<file path="src/rtl/am_dsp_pkg.sv">
// Shared ADC constants and the offset-binary to rectified-magnitude helper.
// Pure package: no latency, no flow control.
package am_dsp_pkg;

  localparam int ADC_W   = 12;
  localparam int ADC_MID = 2048;

  // Invert the MSB to get two's complement, then take |s|; -2048 clips to 2047.
  function automatic logic [ADC_W-1:0] ob_to_mag(input logic [ADC_W-1:0] ob);
    logic [ADC_W-1:0] s;
    s = {~ob[ADC_W-1], ob[ADC_W-2:0]};
    if (!s[ADC_W-1])
      return s;
    else if (s == {1'b1, {(ADC_W-1){1'b0}}})
      return {1'b0, {(ADC_W-1){1'b1}}};
    else
      return ~s + 1'b1;
  endfunction

endpackage

</file>
<file path="src/rtl/am_boxcar_decim.sv">
// Boxcar average of 2^LOG2_DECIM rectified samples; env registered, env_v pulses
// one cycle after the block's last rect_v. No backpressure: accepts a sample every cycle.
module am_boxcar_decim
  import am_dsp_pkg::*;
#(
  parameter int LOG2_DECIM = 4
) (
  input  logic             clk,
  input  logic             rst_n,
  input  logic [ADC_W-1:0] rect,
  input  logic             rect_v,
  output logic [ADC_W-1:0] env,
  output logic             env_v
);

  localparam int ACC_W = ADC_W + LOG2_DECIM;

  logic [ACC_W-1:0]      acc;
  logic [ACC_W-1:0]      sum;
  logic [LOG2_DECIM-1:0] cnt;

  assign sum = acc + ACC_W'(rect);

  always_ff @(posedge clk or negedge rst_n) begin
    if (!rst_n) begin
      acc   <= '0;
      cnt   <= '0;
      env   <= '0;
      env_v <= 1'b0;
    end else begin
      env_v <= 1'b0;
      if (rect_v) begin
        // All-ones count marks the last sample of the block; cnt wraps naturally.
        if (cnt == '1) begin
          env   <= ADC_W'(sum >> LOG2_DECIM);
          env_v <= 1'b1;
          acc   <= '0;
        end else begin
          acc <= sum;
        end
        cnt <= cnt + 1'b1;
      end
    end
  end

endmodule

</file>
<file path="src/rtl/am_env_detector.sv">
// AM envelope detector: rectify, boxcar-decimate, split into DC and AC via leaky integrator.
// Latency 3 cycles from the last sample of a block to dout_valid; no backpressure.
module am_env_detector
  import am_dsp_pkg::*;
#(
  parameter int LOG2_DECIM = 4,
  parameter int DC_SHIFT   = 8
) (
  input  logic             clk,
  input  logic             rst_n,
  input  logic [ADC_W-1:0] data_in,
  input  logic             din_valid,
  output logic [ADC_W-1:0] env_dc,
  output logic [ADC_W-1:0] env_ac,
  output logic             dout_valid
);

  localparam int DC_W = ADC_W + DC_SHIFT;

  logic [ADC_W-1:0] rect;
  logic             rect_v;
  logic [ADC_W-1:0] env;
  logic             env_v;
  logic [DC_W-1:0]  dc_acc;
  logic [DC_W-1:0]  dc_next;
  logic [ADC_W-1:0] dc_old;
  logic             seeded;

  always_ff @(posedge clk or negedge rst_n) begin
    if (!rst_n) begin
      rect   <= '0;
      rect_v <= 1'b0;
    end else begin
      rect_v <= din_valid;
      if (din_valid) rect <= ob_to_mag(data_in);
    end
  end

  am_boxcar_decim #(
    .LOG2_DECIM(LOG2_DECIM)
  ) u_boxcar (
    .clk   (clk),
    .rst_n (rst_n),
    .rect  (rect),
    .rect_v(rect_v),
    .env   (env),
    .env_v (env_v)
  );

  always_comb begin
    dc_old  = ADC_W'(dc_acc >> DC_SHIFT);
    dc_next = dc_acc + DC_W'(env) - DC_W'(dc_old);
  end

  always_ff @(posedge clk or negedge rst_n) begin
    if (!rst_n) begin
      dc_acc     <= '0;
      seeded     <= 1'b0;
      env_dc     <= '0;
      env_ac     <= '0;
      dout_valid <= 1'b0;
    end else begin
      dout_valid <= 1'b0;
      if (env_v) begin
        dout_valid <= 1'b1;
        // First envelope seeds the integrator so DC starts settled instead of ramping from 0.
        if (!seeded) begin
          dc_acc <= {env, {DC_SHIFT{1'b0}}};
          env_dc <= env;
          env_ac <= '0;
          seeded <= 1'b1;
        end else begin
          dc_acc <= dc_next;
          env_dc <= ADC_W'(dc_next >> DC_SHIFT);
          env_ac <= env - dc_old;
        end
      end
    end
  end

endmodule

</file>
<file path="config.mk">
export PLATFORM = sky130hd
export DESIGN_NAME = am_env_detector
export DESIGN_NICKNAME = d
export VERILOG_FILES = /design/src/rtl/am_dsp_pkg.sv /design/src/rtl/am_boxcar_decim.sv /design/src/rtl/am_env_detector.sv
export SDC_FILE = /design/constraint.sdc
export NUM_CORES = 1
export LEC_CHECK = 0
export ABC_AREA = 0
export CORE_UTILIZATION = 60
export DETAILED_ROUTE_END_ITERATION = 8
export PLACE_DENSITY = 0.81
export REMOVE_ABC_BUFFERS = 1
export SYNTH_ARGS = -nofsm -noshare
export SYNTH_HDL_FRONTEND = slang
export SYNTH_SLANG_ARGS = --single-unit
</file>
<file path="constraint.sdc">
create_clock -name clk -period 4 [get_ports clk]
set_input_delay 0.6 -clock clk [delete_from_list [all_inputs] [get_ports clk]]
set_output_delay 0.6 -clock clk [all_outputs]
set_load 0.01 [all_outputs]
</file>
# Word-level counts from Yosys, hierarchy flattened
# Index checks and enable logic that the tools add are counted.
# classes
addsub	6
n_reduce_logical	1
bitwise_logic	2
n_mux	9
n_eq_ne	2
# ops
cell	count
2-to-1 mux 12 bit	4
adder 20 x 12 -> 20 bit	1
2-to-1 mux 20 bit	1
subtractor 20 x 12 -> 20 bit	1
adder 16 x 12 -> 16 bit	1
2-to-1 mux 16 bit	1
adder 12 x 1 -> 12 bit (second input constant)	1
== test 12 bit (second input constant)	1
NOT 12 bit	1
subtractor 12 bit	1
adder 4 x 1 -> 4 bit (second input constant)	1
== test 4 bit (second input constant)	1
2-to-1 mux 1 bit	3
AND reduction 2 bit	1
NOT 1 bit	1
# word_totals
output_inout_bits	25
wordCells	31
ff_bits	92

# Depth between registers and ports, before layout
# depth
ltp_word	5
mapped_depth	14
ltp_nobuf	14

# By module
# From an unflattened synthesis, not the netlist that was laid out.
# hier_totals
hier_cells	656
area_unflattened_um2	5861.9
# modules_own_cells
mod	n_inst	seq_area_each_um2	area_each_um2	cells_each
am_env_detector	1	1176.1	4076.4	482
am_boxcar_decim	1	825.8	1785.5	174

# Worst setup path before layout
# No wires, ideal clock.
# synth_path
path_type	flip-flop to flip-flop
start	register u_boxcar.env[1]
end	register env_dc[10]
path_stages_with_launch	12
arrival_time_ns	2.708
required_time_ns	3.858
setup_time_ns	0.142
synth_period_minus_slack_ns	2.850
setup_slack_ns	1.150
path_cell_list	dfrtp_1 -> inv_1 -> fa_1 -> fa_1 -> and2b_1 -> o21ai_1 -> o21ai_2 -> a41oi_1 -> o21a_1 -> o21ai_0 -> xnor2_1 -> o221ai_1
# synth_between
elab_chain_len	3
# synth_rtl
item	line	rtl
start: declaration	am_boxcar_decim.sv:12	output logic [ADC_W-1:0] env,
start signal: assignment	am_boxcar_decim.sv:35	env <= ADC_W'(sum >> LOG2_DECIM);
adder 20 x 12 -> 20 bit	am_env_detector.sv:52	dc_next = dc_acc + DC_W'(env) - DC_W'(dc_old);
subtractor 20 x 12 -> 20 bit	am_env_detector.sv:52	
2-to-1 mux 12 bit	am_env_detector.sv:67	if (!seeded) begin
end signal: assignment	am_env_detector.sv:69	env_dc <= env;
end signal: assignment	am_env_detector.sv:74	env_dc <= ADC_W'(dc_next >> DC_SHIFT);
end: declaration	am_env_detector.sv:13	output logic [ADC_W-1:0] env_dc,
# No other way between the ends.
# A chain may end at the register's enable or synchronous reset.

# Worst setup path after layout
# Ends and elaborated chain as after synthesis.

==> flow_summary.ini <==
[clock_network]
clockBufferDepth = 2
root_buffer = sky130_fd_sc_hd__clkbuf_8
cts.repair.resized = 0
cts_setup_buffers = 0
htreeDepth = 3
clkSinkCount = 80
cts_hold_buf = 0
cts_tree = done
worst_skew_late_latency_ns = 0.36
numCtsBuffers = 9
path_clk_slew_ns = 0.09

[finish]
insertedDiodeCount = 0
multiInputGateArea_sq_um = 3131
layout_common_cells = sky130_fd_sc_hd__inv_1 (84), sky130_fd_sc_hd__dfrtp_1 (80), sky130_fd_sc_hd__a21oi_1 (45), sky130_fd_sc_hd__ha_1 (44), sky130_fd_sc_hd__o21ai_0 (40)
commonest_non_fill_non_tap_cell_in_the_layout = sky130_fd_sc_hd__inv_1
layout.area.seq_sq_um = 2002
design.final.nets = 711
drive_above_1_share_pct = 5.288
flow.area_growth_from_synthesis_pct = 9.971
num-fill-cells = 700

[timing]
postLayoutSetupSlackWorst_ns = 0.7715
setup_tns_ns = 0
final-setup-viol-count = 0
fin_worst_skew_ns = 0.01064
max_slew.worst_pin.slew_ns = 1.002
grt_setup_unrepaired = no
min_period_ns = 3.228
final_max_slew_viol_count = 0
timing.final.crit_share_pct = 80.71
slew_headroom_pct = 33.19
final_hold_viol_count = 0
achievable-frequency_ghz = 0.3097

[setup_path]
setup.reg_to_reg.worst_slack_ns = 0.77
crit_path_largest_cell_delay_ns = 0.52
cpMostUsedCell = sky130_fd_sc_hd__fa_1
cp-start-kind = register
rr_startpoint = u_boxcar.env[1]
crit_fanout = 5
path_delay_family = compound AO/OA/AOI/OAI gates
cp_data_arrival_time_ns = 3.43
cells_traversed_along_the_worst_timing_path = inv_1 -> fa_1 -> fa_1 -> and2b_1 -> o21ai_1 -> o21ai_2 -> a41oi_1 -> o21a_1 -> o21ai_0 -> xnor2_1 -> o221ai_1
worst_r2r_path_depth = 11
critPathRequiredTime_ns = 4.20
critical_path_class = reg2reg
crit_path_end_kind = register
crit_path_top_delay_cell = sky130_fd_sc_hd__fa_1
regToRegEndpoint = env_dc[10]
cp.buffers_inverters = 1

[drt]
remaining_drc_errors = 0
wl_per_cell_um = 15.81
detailroute.via_count = 4369
drt-vias-per-instance = 5.818
initialDrtViolationCount = 200
ant_nets = 0
firstDrtPassIters = 4
post_detailed_routing_wire_length_mm = 11.87

[floorplan]
core_sq_um = 8891
die_h_um = 98.80
starting_density_of_the_core_pct = 63.23
io-pin-count = 40
floorplan.die_area_sq_um = 9760
floorplan.rows = 34
die_w_um = 98.80

[global_routing]
grt_pass1_wl_mm = 20.38
groute.layer.met1.usage_pct = 33.54
first_global_vias = 4406
grtUsageMet2_pct = 45.94
grt-ovfl-total = 0
grt_max_degree = 81
grt_use_met3_pct = 4.468
antenna_found_initial = 0
gr-max-usage-layer = met2
grt_usage_pct = 26.52

[logic_synthesis]
postSynthCellCount = 621
yosys_warnings = 0
avgSynthCellArea_sq_um = 9.053
ys_top_cells_by_area = sky130_fd_sc_hd__dfrtp_1 (36%), sky130_fd_sc_hd__ha_1 (9.8%), sky130_fd_sc_hd__inv_1 (5.6%)
synthArstFlopShare_pct = 100.0
netlist_area_sq_um = 5622
synth_top_area_cell = sky130_fd_sc_hd__dfrtp_1
number_of_flops_mapped_to_enable_cells_by_yosys = 0
yosys.cell_types.count = 57
yosysSeqAreaShare_pct = 35.61
post-synth-top-area-fraction_pct = 35.61
synth_top_flop_cell = sky130_fd_sc_hd__dfrtp_1
postSynthRegisterBits = 80

[run_status]
run_status = finished clean

[placed_design]
post-dp-hpwl_mm = 8.886
port_buffers = 39
dpl_worst_slack_ns = 0.8297
routability_driven_placement_congestion_ratio = 0.9723

[min_path]
worstHoldPathType = in2async

[run]
drv_cap = 0
[registers in the layout (all words and copies together) (netlist names)]
register	flops
u_boxcar.env_v	1
u_boxcar.cnt	4
rect	12
u_boxcar.acc	16
u_boxcar.env	12
dout_valid	1
dc_acc	8
env_dc	12
env_ac	12
seeded	1
rect_v	1
[layout make-up]
type                            instances  share of cell area [%]
Multi-Input combinational cell        423                   50.64
Sequential cell                        80                   32.38
Timing Repair Buffer                   40                   6.395
Inverter                               84                   5.100
Tap cell                              108                   2.186
Clock buffer                            9                   2.004
Clock inverter                          7                   1.295
[stage by stage]
stage	hold WS (ns)	util [%]	instances	instance area, sq um
after floorplan	0.3044	-	587	5448
after global placement	0.4735	67.24	735	5978
after detailed placement	0.4807	67.24	735	5978
after CTS	0.4367	69.53	751	6182
after global routing	0.4804	69.53	751	6182
final	0.3818	69.53	751	6182
[synth_stat cells, drive strengths merged (2+ instances only)]
cell type	n
a211o	2
a211oi	3
a21o	16
a21oi	47
a22o	3
a31oi	5
a41o	2
and2b	2
buf	14
clkbuf	20
dfrtp	80
fa	14
ha	44
inv	84
mux2	4
mux2i	9
nand2	35
nand2b	7
nand3	15
nand3b	6
nand4	4
nor2	37
nor2b	5
nor3	3
nor4	2
o2111ai	2
o211ai	3
o21a	7
o21ai	47
o21bai	4
o221ai	3
o22ai	15
o2bb2ai	8
or2	3
or3	6
xnor2	35
xor2	13
[how the worst max path moves through the flow]
stage / from / to / slack, ns / depth (start not counted)
after floorplan: env_dc[1] / env_dc[10] / 1.12 / 10
after global placement: u_boxcar.env[1] / env_dc[10] / 0.95 / 11
after detailed placement: u_boxcar.env[1] / env_dc[10] / 0.83 / 11
after CTS: u_boxcar.env[1] / env_dc[10] / 0.81 / 11
after global routing: u_boxcar.env[1] / env_dc[9] / 0.52 / 12
final: u_boxcar.env[1] / env_dc[10] / 0.77 / 11
[routing by layer]
metal	up-vias	routed length [um]
met3	10	508
met2	79	6023
met1	2126	5202
met5	-	0
li1	2154	-
met4	0	140
[logic make-up (layout without fill, tap and decap cells)]
group | count (synthesis) | in the layout | synth area share (%)
buf+inv | 118 | 140 | 8.702
flops | 80 | 80 | 35.61
xor+xnor | 48 | 48 | 7.478
compound gates | 174 | 174 | 19.76
mux | 13 | 13 | 2.470
simple gates | 130 | 130 | 11.20
fa+ha+maj | 58 | 58 | 14.78
Power is left out: the tool's default activity adds up to more than one toggle a clock period on the data nets, which glitch-free logic cannot reach.
